--- src/rtl/fifo_stream_reader.sv ---
// Read-side consumer for the primitive FIFO: absorbs the one-cycle read latency
// with a 2-entry buffer and presents the words as a valid/ready stream.
module fifo_stream_reader #(
    parameter int WIDTH     = 8,
    parameter int CNT_WIDTH = 16
) (
    input  logic                 rdclock,
    input  logic                 reset,
    output logic                 fifo_rd,
    input  logic [WIDTH-1:0]     fifo_dout,
    input  logic                 fifo_empty,
    output logic [WIDTH-1:0]     m_data,
    output logic                 m_valid,
    input  logic                 m_ready,
    input  logic                 flush,
    output logic [CNT_WIDTH-1:0] word_count,
    output logic                 busy
);

    logic [1:0]           occ_q, occ_d;
    logic                 inflight_q, inflight_d;
    logic [WIDTH-1:0]     slot0_q, slot0_d;
    logic [WIDTH-1:0]     slot1_q, slot1_d;
    logic [CNT_WIDTH-1:0] count_q, count_d;

    logic       pop;
    logic       capture;
    logic [1:0] occ_after_pop;
    logic [2:0] pending;

    always_comb begin
        m_valid       = (occ_q != 2'd0) & ~flush;
        pop           = m_valid & m_ready;
        capture       = inflight_q & ~flush;
        occ_after_pop = occ_q - {1'b0, pop};
        // Buffered plus in-flight words after this cycle's pop must leave room
        // for one more, otherwise the next capture would overflow the buffer.
        pending       = {1'b0, occ_q} + {2'b00, inflight_q} - {2'b00, pop};
        fifo_rd       = ~fifo_empty & ~flush & ~reset & (pending < 3'd2);

        slot0_d = slot0_q;
        slot1_d = slot1_q;
        if (pop) begin
            slot0_d = slot1_q;
        end
        if (capture) begin
            if (occ_after_pop == 2'd0) begin
                slot0_d = fifo_dout;
            end else begin
                slot1_d = fifo_dout;
            end
        end

        if (flush) begin
            occ_d = 2'd0;
        end else begin
            occ_d = occ_after_pop + {1'b0, capture};
        end

        inflight_d = fifo_rd;
        count_d    = count_q + CNT_WIDTH'(pop);
    end

    always_ff @(posedge rdclock or posedge reset) begin
        if (reset) begin
            occ_q      <= 2'd0;
            inflight_q <= 1'b0;
            slot0_q    <= '0;
            slot1_q    <= '0;
            count_q    <= '0;
        end else begin
            occ_q      <= occ_d;
            inflight_q <= inflight_d;
            slot0_q    <= slot0_d;
            slot1_q    <= slot1_d;
            count_q    <= count_d;
        end
    end

    assign m_data     = slot0_q;
    assign word_count = count_q;
    assign busy       = (occ_q != 2'd0) | inflight_q;

    a_no_overflow : assert property (@(posedge rdclock) disable iff (reset)
        !(capture && (occ_q == 2'd2) && !pop));

endmodule

--- config.mk ---
export PLATFORM = sky130hd
export DESIGN_NAME = fifo_stream_reader
export DESIGN_NICKNAME = d
export VERILOG_FILES = /design/src/rtl/fifo_stream_reader.sv
export SDC_FILE = /design/constraint.sdc
export NUM_CORES = 1
export LEC_CHECK = 0
export CAP_MARGIN = 20
export CORE_ASPECT_RATIO = 0.7
export CORE_MARGIN = 5
export CORE_UTILIZATION = 49
export CTS_CLUSTER_DIAMETER = 30
export DETAILED_ROUTE_END_ITERATION = 10
export PLACE_DENSITY = 0.76
export REMOVE_ABC_BUFFERS = 1
export SYNTH_ARGS = -nofsm -noshare
export SYNTH_HDL_FRONTEND = slang
export SYNTH_SLANG_ARGS = --single-unit
--- constraint.sdc ---
create_clock -name rdclock -period 2.6 [get_ports rdclock]
set_input_delay 0.52 -clock rdclock [delete_from_list [all_inputs] [get_ports rdclock]]
set_output_delay 0.52 -clock rdclock [all_outputs]
set_load 0.01 [all_outputs]
==> run_results.csv <==
group,metric,value,unit
run_status,status,"finished, violations left",
run_status,violations,"setup timing",
synthesis,syn_inst,149,
cells_and_area,drive_gt1_share,23.0,%
timing,worst_pin_slew,447,ps
global_routing,grt_max_degree,27,
routing,postRouteAntennaNets,0,
pwr,p_switching,0.514,mW
setup_path,crit_type,"reg -> out",
pwr,irDropWorstVdd,0.475,mV
routing,initialDrtViolationCount,111,
global_routing,grt_pass1_wl,7690,µm
timing,finalClockSkew,7.21,ps
timing,fmax,0.362,GHz
setup_path,end_kind,"output pin",
pwr,swShare,30.3,%
synthesis,seq_area_frac_synth,51.8,%
clocking,cts_htree_levels,2,
pwr,comb_power_share,31.3,%
timing,setup_viol,1,
die,num_io_pins,40,
synthesis,synth_top_area_share,51.8,%
clocking,cts_tree,"yes",
flow_run,max_cap_viol_count,0,
setup_path,required,2080,ps
pwr,p_int,1.18,mW
timing,fin_crit_sh,106,%
place,hpwl,3140,µm
clocking,cts_made_buffers,5,
clocking,root_buffer,"clkbuf_8",
global_routing,overflow,0,
synthesis,netlist_top_cells_area,"dfrtp_1 52%, mux2_4 7.1%, xor2_1 5.2%",
synthesis,avgSynthCellArea,11.4,µm²
synthesis,synth_edf_count,0,
timing,hold_viol,0,
place,dpl_cell_area,2210,µm²
pwr,p_per_area,706,nW/µm²
setup_path,cp_max_fo,3,
global_routing,grt_pass1_vias,1509,
routing,drc_errors,0,
cells_and_area,postLayoutCellArea,2410,µm²
synthesis,synth-async-reset-ratio,100,%
timing,slew_headroom,69.9,%
clocking,clk-insertion-delay-late,290,ps
global_routing,antenna_found_initial,0,
die,die_area,4750,µm²
setup_path,cp.arrival,2240,ps
pwr,sequentialPowerShare,45.9,%
die,die_h,59.2,µm
setup_path,slowest_delay,500,ps
routing,vias_per_cell,5.51,
place,gp_congestion,0.814,
clocking,cts.sinks,35,
routing,vias,1432,
timing,rsz0062_at_grt,"true",
cells_and_area,nets,230,
cells_and_area,antenna_cells,0,
clocking,cts.clk_slew.worst_paths,70,ps
timing,min_period,2760,ps
synthesis,synth_top_cell_by_area,"dfrtp_1",
min_path,min_path_type,"reg -> reg",
die,dieWidth,80.2,µm
setup_path,r2r_slack,200,ps
synthesis,yosys_most_used_dff,"dfrtp_1",
setup_path,worstPathCellList,"o21bai_4 > clkinv_2 > a21boi_2 > o21ai_2 > fa_1 > nand2b_1 > nor4_4 > buf_2",
synthesis,syn_area,1690,µm²
synthesis,synth_commonest_cells,"35 x dfrtp_1, 17 x nand3_1, 13 x nor4_1",
die,initial_core_util,52.3,%
synthesis,yosysMostFrequentCell,"dfrtp_1",
synthesis,ys_ff_latch,35,
routing,drt-total-wl,4590,µm
timing,tns,-165,ps
synthesis,ys_warn_count,0,
pwr,p_clk_share,22.8,%
global_routing,track_usage,21.6,%
die,coreArea,3230,µm²
cells_and_area,area_delta_synth_final,42.2,%
clocking,cts_buffer_depth,2,
die,rows,17,
timing,final_max_slew_viol_count,0,
pwr,p_leak,1.10,nW
timing,setup_slack,-165,ps
place,io_buffers,39,
synthesis,synth.distinct_cells,28,
setup_path,startpoint_type,"flop",
routing,avgRoutedWirePerCell,17.6,µm
routing,firstDrtPassIters,4,
clocking,hold_buffers,0,
setup_path,slowest_stage,"fa_1",
worst paths after layout:
kind / startpoint / to / depth (start not counted)
worst max-delay path: occ_q[0] / fifo_rd / 8
worst min-delay path: word_count[15] / word_count[15] / 1
worst max register to register: occ_q[0] / inflight_q / 13
worst min register to register: word_count[15] / word_count[15] / 1
max in group asynchronous: reset / word_count[6] / 3
min in group asynchronous: reset / occ_q[1] / 2
flip-flops by register name, summed over array words and instances (netlist names):
register,cells
inflight_q,1
m_data,8
occ_q,2
slot1_q,8
word_count,16
cells in the final DEF, fill, tap and decap left out, drive strengths merged:
| master | instances |
|---|---|
| and2b | 1 |
| o21ai | 9 |
| xnor2 | 7 |
| inv | 7 |
| nand3 | 17 |
| clkdlybuf4s50 | 36 |
| fa | 1 |
| clkinv | 2 |
| clkbuf | 6 |
| mux2 | 8 |
| ha | 4 |
| nor2 | 3 |
| dfrtp | 35 |
| nand2b | 2 |
| clkinvlp | 1 |
| a31oi | 8 |
| o21bai | 1 |
| nand4 | 3 |
| nor4 | 13 |
| and3 | 1 |
| or3 | 2 |
| nor3 | 5 |
| dlygate4sd2 | 1 |
| xor2 | 10 |
| a21boi | 1 |
| buf | 26 |
| nand2 | 2 |
| o21ba | 1 |
repair_timing:
item | 4_1_cts | 5_1_grt
endpoints found under the setup margin | 1 | 2
setup buffers | 11 | 2
endpoints found under the hold margin | 0 | 0
gates cloned | 0 | 0
pin swaps | 6 | 4
gates resized for setup | 25 | 3
metrics by stage:
| stage | setup slack, ps | cells | util (%) | power [mW] | hold WS (ps) |
|---|---|---|---|---|---|
| 3_3_place_gp | -845 | 244 | 68.3 | 1.27 | 456 |
| 3_5_place_dp | -1020 | 244 | 68.3 | 1.29 | 473 |
| 2_1_floorplan | -442 | 142 | - | 0.988 | 482 |
| 4_1_cts | -221 | 263 | 75.1 | 1.70 | 483 |
| 5_1_grt | -272 | 260 | 74.4 | 1.78 | 519 |
| 6_report | -165 | 260 | 74.4 | 1.70 | 473 |
worst max-delay path: cells and delay by family, from the launching register on:
family / cells / cell delay [ps]
DFF: 1 / 420
buffers and inverters: 2 / 280
adders and majority gates: 1 / 500
and+or+nand+nor: 2 / 350
AOI/OAI and AO/OA: 3 / 420
cells by family after synthesis:
| logic type | Yosys count | synth area share [%] |
|---|---|---|
| AO/OA/AOI/OAI | 20 | 7.47 |
| XOR/XNOR | 17 | 8.80 |
| adder cells (fa/ha/maj) | 5 | 4.14 |
| buffers and inverters | 15 | 4.81 |
| flip-flops | 35 | 51.8 |
| multiplexers | 8 | 7.10 |
| AND/OR/NAND/NOR | 49 | 15.9 |
routing by layer:
layer	GRT usage, %	wire length [µm]	up-vias
met1	28.8	2070	719
met3	5.93	232	4
met2	34.3	2240	47
met4	7.23	51	0
met5	0	0	-
li1	-	-	662
power by group through the flow:
stage          combinational [mW]  sequential, mW  clock (mW)
2_1_floorplan               0.185           0.803           0
3_3_place_gp                0.492           0.775           0
3_5_place_dp                0.504           0.784           0
4_1_cts                     0.531           0.776       0.395
5_1_grt                     0.568           0.797       0.415
6_report                    0.532           0.779       0.387
area by class of cell:
type / instances / area [µm²]
Clock buffer: 6 / 72.6
Fill cell: 228 / 827
Clock inverter: 2 / 12.5
Multi-Input combinational cell: 99 / 773
Tap cell: 47 / 58.8
Timing Repair Buffer: 63 / 582
Sequential cell: 35 / 876
Inverter: 8 / 31.3
(Power assumes the default switching activity.)
==> RTL edit, RTL diff (same settings) <==
Put one more register stage on the output `word_count`, without a reset. The value now appears one clock later. The other outputs are not delayed to match.
--- a/src/rtl/fifo_stream_reader.sv
+++ b/src/rtl/fifo_stream_reader.sv
@@ -79,5 +79,7 @@
 
     assign m_data     = slot0_q;
-    assign word_count = count_q;
+    always_ff @(posedge rdclock) begin
+        word_count <= count_q;
+    end
     assign busy       = (occ_q != 2'd0) | inflight_q;
 
Formal check against the unedited RTL: not equivalent (Yosys sat finds a counterexample within 4 cycles, from zero or initial values and one cycle with reset high).
==> RTL edit against the unedited design <==
The run still ends with negative setup slack left. Worst setup slack gained 0.14 ns. Total power grew 20%. Sequential cell count grew 16. Clock power grew 25%. Sequential share of layout area grew 7.7 points. Clock skew grew 0.0029 ns. Routed wire length shrank 3.3%. Area after synthesis grew 18%. Cell area grew 13%. Largest power group unchanged.
==> RTL edit: results (changes against the unedited design) <==
status: "finished, violations left"
violations: "negative setup slack"
vias_per_cell: 5.32  # -3.4%
whs_path_depth: 0  # -1
routed_wirelength_um: 4440  # -3.3%
hp-start: "count_q[0]"
ys_top_cells_by_area: "dfrtp_1 44%, dfxtp_1 16%, mux2_4 6.0%, xor2_1 4.8%, nor4_1 3.7%"
clk_pin_slew_ns: 0.08
fin_skew_ns: 0.0101  # +0.00288 ns
gp_congestion: 0.858  # +5.4%
vias: 1479  # +3.3%
ir_worst_vdd_mv: 0.538  # +13%
dpl.cell_count: 265  # +8.6%
place_ws_ns: -0.841  # +0.177 ns
grt_pass1_wl_um: 7510  # -2.4%
place_area_um2: 2540  # +15%
fin_ws_ns: -0.0208  # +0.144 ns
ys_seq_area_share_pct: 59.7  # +7.9 points
min_delay_worst_endpoint: "word_count[0]"
synth_cell_type_count: 31  # +11%
r2r_end: "m_data[7]"
reg2regPathDepth: 8  # -5
synthCells: 164  # +10%
wl_met1_um: 1950  # -5.7%
clockBufferDepth: 2  # unchanged
grt_pass1_vias: 1564  # +3.6%
critPathMaxStageDelay_ns: 0.42  # -0.08 ns
post-dp-hpwl_um: 3110  # -1.1%
grt_max_degree: 36  # +33%
timing.setup.tns_ns: -0.0208  # +0.144 ns
grtUsageTotal_pct: 17.0  # -4.6 points
r2r_slack_ns: 0.47  # +0.27 ns
regArea_um2: 1200  # +37%
wl_met2_um: 2190  # -2.1%
antenna_found_initial: 0  # unchanged
setup_violations: 1  # unchanged
p_leak_nw: 1.25  # +14%
worst_pin_slew_ns: 0.485  # +0.0381 ns
maxUsedRoutingLayer: "met4"
finalHoldWorstSlack_ns: 0.392  # -0.0818 ns
synth_common_cells: "35 x dfrtp_1, 16 x dfxtp_1, 13 x nand3_1"
fill_cells: 303  # +33%
drt_iter0_drc: 145  # +31%
==> RTL edit: changes by cell type in the layout (fill, tap and decap cells not counted), sizes merged, moves of 2 or more <==
cell / unedited run / this run
buf: 26 / 23
dfxtp: 0 / 16
nand2: 2 / 4
nand3: 17 / 13
nor2: 3 / 6
==> RTL edit: kinds of logic after synthesis <==
family                   Yosys count  synth area share [%]
buffers and inverters             15                  3.87
AND/OR/NAND/NOR                   48                  13.2
AO/OA/AOI/OAI                     20                  6.31
adder cells (fa/ha/maj)            5                  3.50
XOR/XNOR                          17                  7.43
flip-flops                        51                  59.7
multiplexers                       8                  6.00
==> RTL edit: critical path: cells and delay by family (launching register included) <==
kind	cells	cell delay (ns)
AOI/OAI and AO/OA	3	0.45
adders and majority gates	1	0.34
buffers and inverters	2	0.23
DFF	1	0.42
xor gates and xnor gates	1	0.14
and+or+nand+nor	1	0.23
==> RTL edit: layer usage <==
layer | GRT usage, % | up-vias
met5 | 0 | -
met4 | 3.70 | 0
met3 | 3.78 | 4
met2 | 29.2 | 49
met1 | 21.8 | 729
li1 | - | 697
==> RTL edit: where the power goes <==
group	total, mW	switching [mW]	leakage [nW]	internal (mW)
clock network	0.484	0.242	0.0505	0.242
logic	0.516	0.203	0.620	0.313
registers	1.04	0.0963	0.582	0.947
total	2.04	0.541	1.25	1.50
==> RTL edit: repair_timing <==
item,CTS,global route
setup buffers,4,1
endpoints found under the setup margin,1,2
gates cloned,0,0
pin swaps,7,6
resized for setup,18,1
==> RTL edit: cell type report <==
class	instances	area share [%]
Clock inverter	1	0.277
Tap cell	52	2.40
Clock buffer	7	3.55
Sequential cell	51	44.1
Inverter	8	1.15
Multi-Input combinational cell	98	28.1
Timing Repair Buffer	61	20.5
